### config.mk
export PLATFORM = sky130hd
export DESIGN_NAME = iob_ddr_init_seq
export DESIGN_NICKNAME = d
export VERILOG_FILES = /design/src/rtl/iob_ddr_init_seq.sv
export SDC_FILE = /design/constraint.sdc
export NUM_CORES = 1
export LEC_CHECK = 0
export ABC_CLOCK_PERIOD_IN_PS = 2450
export CORE_ASPECT_RATIO = 1.1
export CORE_UTILIZATION = 57
export CTS_CLUSTER_SIZE = 30
export DETAILED_ROUTE_END_ITERATION = 10
export PLACE_DENSITY_LB_ADDON = 0.2
export SLEW_MARGIN = 20
export SYNTH_ARGS = -nofsm -noshare
export SYNTH_HDL_FRONTEND = slang
export SYNTH_SLANG_ARGS = --single-unit
### constraint.sdc
create_clock -name clk_i -period 2.45 [get_ports clk_i]
set_clock_uncertainty 0.2 [all_clocks]
set_input_delay 0.6125 -clock clk_i [delete_from_list [all_inputs] [get_ports clk_i]]
set_output_delay 0.6125 -clock clk_i [all_outputs]
set_load 0.03 [all_outputs]
### src/rtl/iob_ddr_init_seq.sv
// DDR bring-up sequencer: holds the memory controller in reset, waits for PLL lock and
// calibration, lets things settle, then releases the SoC core; retries a bounded number of times.
module iob_ddr_init_seq #(
    parameter int unsigned RST_HOLD_CYC = 16,
    parameter int unsigned SETTLE_CYC   = 8,
    parameter int unsigned TIMEOUT_CYC  = 1048576,
    parameter int unsigned MAX_RETRY    = 3,
    parameter int unsigned CNT_W        = 21
) (
    input  logic       clk_i,
    input  logic       resetn_i,
    input  logic       pll_locked_i,
    input  logic       init_done_i,
    input  logic       cal_success_i,
    input  logic       cal_fail_i,
    output logic       ctrl_resetn_o,
    output logic       sys_arst_o,
    output logic       ready_o,
    output logic       fail_o,
    output logic [3:0] retry_cnt_o,
    output logic [2:0] state_o
);

    typedef enum logic [2:0] {
        ST_RESET_HOLD = 3'd0,
        ST_WAIT_LOCK  = 3'd1,
        ST_WAIT_CAL   = 3'd2,
        ST_SETTLE     = 3'd3,
        ST_RUN        = 3'd4,
        ST_RETRY      = 3'd5,
        ST_FAIL       = 3'd6
    } state_t;

    localparam logic [CNT_W-1:0] RST_LAST    = CNT_W'(RST_HOLD_CYC - 1);
    localparam logic [CNT_W-1:0] SETTLE_LAST = CNT_W'(SETTLE_CYC - 1);
    localparam logic [CNT_W-1:0] TO_LAST     = CNT_W'(TIMEOUT_CYC - 1);
    localparam logic [3:0]       RETRY_MAX   = 4'(MAX_RETRY);

    // Synchronizer bit order: {cal_fail, cal_success, init_done, pll_locked}
    logic [3:0] async_in;
    logic [3:0] sync1_q;
    logic [3:0] sync2_q;

    logic lock_s;
    logic done_s;
    logic succ_s;
    logic cfail_s;

    state_t           state_q, state_d;
    logic [CNT_W-1:0] cnt_q, cnt_d;
    logic [3:0]       retry_q, retry_d;

    logic ctrl_resetn_q, ctrl_resetn_d;
    logic sys_arst_q, sys_arst_d;
    logic ready_q, ready_d;
    logic fail_q, fail_d;

    assign async_in = {cal_fail_i, cal_success_i, init_done_i, pll_locked_i};

    always_ff @(posedge clk_i) begin
        if (!resetn_i) begin
            sync1_q <= '0;
            sync2_q <= '0;
        end else begin
            sync1_q <= async_in;
            sync2_q <= sync1_q;
        end
    end

    assign lock_s  = sync2_q[0];
    assign done_s  = sync2_q[1];
    assign succ_s  = sync2_q[2];
    assign cfail_s = sync2_q[3];

    always_comb begin
        state_d = state_q;
        retry_d = retry_q;
        case (state_q)
            ST_RESET_HOLD: begin
                if (cnt_q == RST_LAST) begin
                    state_d = ST_WAIT_LOCK;
                end
            end
            ST_WAIT_LOCK: begin
                if (lock_s) begin
                    state_d = ST_WAIT_CAL;
                end else if (cnt_q == TO_LAST) begin
                    state_d = ST_RETRY;
                end
            end
            ST_WAIT_CAL: begin
                // A reported calibration failure wins even if success is also flagged.
                if (cfail_s || !lock_s) begin
                    state_d = ST_RETRY;
                end else if (done_s && succ_s) begin
                    state_d = ST_SETTLE;
                end else if (cnt_q == TO_LAST) begin
                    state_d = ST_RETRY;
                end
            end
            ST_SETTLE: begin
                if (!lock_s || !done_s || !succ_s) begin
                    state_d = ST_RETRY;
                end else if (cnt_q == SETTLE_LAST) begin
                    state_d = ST_RUN;
                end
            end
            ST_RUN: begin
                if (!lock_s || !done_s) begin
                    state_d = ST_RETRY;
                end
            end
            ST_RETRY: begin
                if (retry_q >= RETRY_MAX) begin
                    state_d = ST_FAIL;
                end else begin
                    retry_d = retry_q + 4'd1;
                    state_d = ST_RESET_HOLD;
                end
            end
            ST_FAIL: begin
                state_d = ST_FAIL;
            end
            default: begin
                state_d = ST_RESET_HOLD;
            end
        endcase
    end

    // Counter restarts on every state entry, including re-entry after a retry.
    always_comb begin
        cnt_d = cnt_q + CNT_W'(1);
        if (state_d != state_q) begin
            cnt_d = '0;
        end
    end

    always_comb begin
        ctrl_resetn_d = 1'b1;
        sys_arst_d    = 1'b1;
        ready_d       = 1'b0;
        fail_d        = 1'b0;
        case (state_d)
            ST_RESET_HOLD: ctrl_resetn_d = 1'b0;
            ST_RETRY:      ctrl_resetn_d = 1'b0;
            ST_FAIL: begin
                ctrl_resetn_d = 1'b0;
                fail_d        = 1'b1;
            end
            ST_RUN: begin
                sys_arst_d = 1'b0;
                ready_d    = 1'b1;
            end
            default: begin
                ctrl_resetn_d = 1'b1;
            end
        endcase
    end

    // Outputs are registered from the next state so they change on the same edge as state_q.
    always_ff @(posedge clk_i) begin
        if (!resetn_i) begin
            state_q       <= ST_RESET_HOLD;
            cnt_q         <= '0;
            retry_q       <= '0;
            ctrl_resetn_q <= 1'b0;
            sys_arst_q    <= 1'b1;
            ready_q       <= 1'b0;
            fail_q        <= 1'b0;
        end else begin
            state_q       <= state_d;
            cnt_q         <= cnt_d;
            retry_q       <= retry_d;
            ctrl_resetn_q <= ctrl_resetn_d;
            sys_arst_q    <= sys_arst_d;
            ready_q       <= ready_d;
            fail_q        <= fail_d;
        end
    end

    assign ctrl_resetn_o = ctrl_resetn_q;
    assign sys_arst_o    = sys_arst_q;
    assign ready_o       = ready_q;
    assign fail_o        = fail_q;
    assign retry_cnt_o   = retry_q;
    assign state_o       = state_q;

endmodule
==> results.toml <==
[detailed_routing]
drt-pass1-iter-count = 5
ant_nets = 0
vias = 1608
dr.first_iter.drc_count = 51
routed_via_density = 5.72
drt_wl_total_um = 3930
drc = 0
post_drt_wl_per_cell_um = 14.0

[critical_path]
regToRegStartpoint = "cnt_q[0]"
worst_path_largest_cell_delay_ns = 0.71
slowest_stage = "clkdlybuf4s50_1"
worstReg2RegEnd = "cnt_q[16]"
startpoint_type = "flip-flop"
path_depth = 1
crit_arrival_ns = 1.55
cp_cell_sequence = "clkdlybuf4s50_1"
reg2regPathDepth = 8
critPathBufInv = 1
end_kind = "primary output"
cp_max_fo = 14
worstSetupPathType = "reg2out"
reg2reg_slack_ns = 0.14
worstPathRequired_ns = 1.64
crit_family = "buffers and inverters"

[sta]
slew_headroom = 0.696
fmax_ghz = 0.422
min_period_ns = 2.37
finalHoldViolCount = 0
period_share = 0.966
final-max-slew-violation-count = 0
rsz0062_at_grt = "false"
tns_ns = 0
worst_pin_slew_ns = 0.453
finalSetupViolations = 0

[floorplan]
fp.dieArea_mm2 = 0.00372
core_area_mm2 = 0.00333
start_util = 0.595
die_h_um = 63.9
io_pins = 17
fp-row-count = 22
die_x_um = 58.2

[cells_and_area]
num-nets-final = 240
nFillCells = 246
diodes = 0
drive_gt1_frac = 0.185
finish.utilization = 0.703
syn2layout_area_growth_pct = 18.0

[logic_synthesis]
synth_seq_cells = 40
syn_area_per_cell_um2 = 9.53
synth.area.top_cells = "dfxtp_1, nor3_1, xor2_1, and2_1, xnor2_1"
yosysTopAreaCellShare = 0.404
synth_area_leader_cell = "dfxtp_1"
ys_seq_area_frac = 0.404
yosysMostFrequentCell = "dfxtp_1"
synthArstFlopShare = 0
ys_types = 49
synth_warnings = 0
synth-edff-count = 0
synth_commonest_cells = "dfxtp_1, nor3_1, and2_1, nand3_1, xor2_1"
synth_flop_cell = "dfxtp_1"
syn_area_mm2 = 0.00198
syn_nets = 216
synth_cells = 208

[clock_tree]
cts-root-buf = "clkbuf_4"
clkLatencyLatePin_ns = 0.36
cts_buffer_depth = 2
clk_transition_reported_paths_ns = 0.13
cts_buffers = 5
post_cts_buffers = 0
htreeDepth = 2
cts_tree = "done"
clock_sinks = 40
cts_hold_buf = 0

[global_routing]
grt_pass1_vias = 1471
grt_max_degree = 22
overflow = 0
antenna_found_initial = 0
grtUsageTotal = 0.235
grt_pass1_wl_um = 6590

[worst_hold_path]
hold_end = "sync2_q[2]"
hold_class = "reg2reg"
min_delay_path_depth = 1
hp-start = "sync1_q[2]"

[pwr]
p_per_area_mw_per_mm2 = 493
ir_drop_mv = 0.426
leakagePower_nw = 0.878

[place]
dp_hpwl_um = 2840
gp_congestion = 0.935
port_buffers = 16

[status]
status = "finished clean"

[job]
max-cap-violations = 0
-- routing by layer --
metal  up-vias  part of all wire  routed length [um]  global-route usage
li1        796                 -                   -                   -
met1       756              0.45                1780               0.298
met2        43              0.48                1870               0.366
met3        13             0.038                 148              0.0688
met4         0             0.032                 127               0.104
met5         -                 0                   0                   0
-- power by group --
part / internal (mW) / switching, mW / total (mW)
logic: 0.0238 / 0.0172 / 0.0410
registers: 0.661 / 0.00839 / 0.670
clock network: 0.218 / 0.227 / 0.444
-- final cells by class --
type	count	area [um2]	share of cell area
clock buffers	5	37.5	0.0160
clock inverters	3	47.5	0.0203
inverters	5	18.8	0.00802
multi-input cells	153	1100	0.472
flip-flops and latches	40	807	0.345
well taps	48	60.1	0.0257
repair buffers	27	265	0.113
-- cells in the final DEF (no fill, tap or decap), types with 3 or more instances in the layout --
cell type,synthesis,final
a21oi_1,3,3
clkbuf_4,0,5
nand2b_1,4,4
nand3_1,11,11
nor4_1,7,5
nand4_1,6,6
nor3_1,25,24
xnor2_1,9,9
nor3_2,3,4
clkdlybuf4s50_1,0,14
o21ai_0,3,3
and3_1,4,4
inv_1,5,5
nor2_1,8,8
and2_1,13,13
buf_4,1,9
nand2_1,8,8
nor2b_1,4,4
xor2_1,11,11
dfxtp_1,40,37
-- per-stage QoR --
| stage | std cells | hold slack [ns] | area [um2] | power (mW) | worst slack [ns] |
|---|---|---|---|---|---|
| floorplan | 208 | 0.212 | 1980 | 0.708 | 0.188 |
| global route | 281 | 0.263 | 2340 | 1.20 | 0.0107 |
| finish | 281 | 0.241 | 2340 | 1.16 | 0.0830 |
| detailed placement | 273 | 0.220 | 2230 | 0.725 | 0.0470 |
| global placement | 273 | 0.219 | 2230 | 0.722 | 0.136 |
| CTS | 281 | 0.240 | 2310 | 1.17 | 0.0754 |
-- repair_timing --
item,CTS,global route
endpoints found under the setup margin,3,23
resized for setup,3,9
pin swaps,0,1
-- how the worst max path moves through the flow --
stage / startpoint / to / slack, ns
6_report: state_o[0] / state_o[0] / 0.08
5_1_grt: cnt_q[0] / ctrl_resetn_o / 0.01
4_1_cts: state_o[0] / state_o[0] / 0.08
3_5_place_dp: resetn_i / cnt_q[16] / 0.05
3_3_place_gp: resetn_i / cnt_q[1] / 0.14
2_1_floorplan: state_o[1] / cnt_q[13] / 0.19
-- cells by family after synthesis --
| group | count (synthesis) | share of synthesized area |
|---|---|---|
| AOI/OAI and AO/OA | 22 | 0.0984 |
| and+or+nand+nor | 108 | 0.341 |
| DFF | 40 | 0.404 |
| buffers and inverters | 15 | 0.0511 |
| adders and majority gates | 2 | 0.0126 |
| xor gates and xnor gates | 20 | 0.0883 |
| muxes | 1 | 0.00505 |
-- registers in the layout (all words and copies together) (netlist names) --
register       cells
sync2_q            4
fail_o             1
cnt_q             21
retry_cnt_o        4
ready_o            1
state_o            3
sync1_q            4
sys_arst_o         1
ctrl_resetn_o      1
No activity file was read; power rests on OpenSTA's default activity.
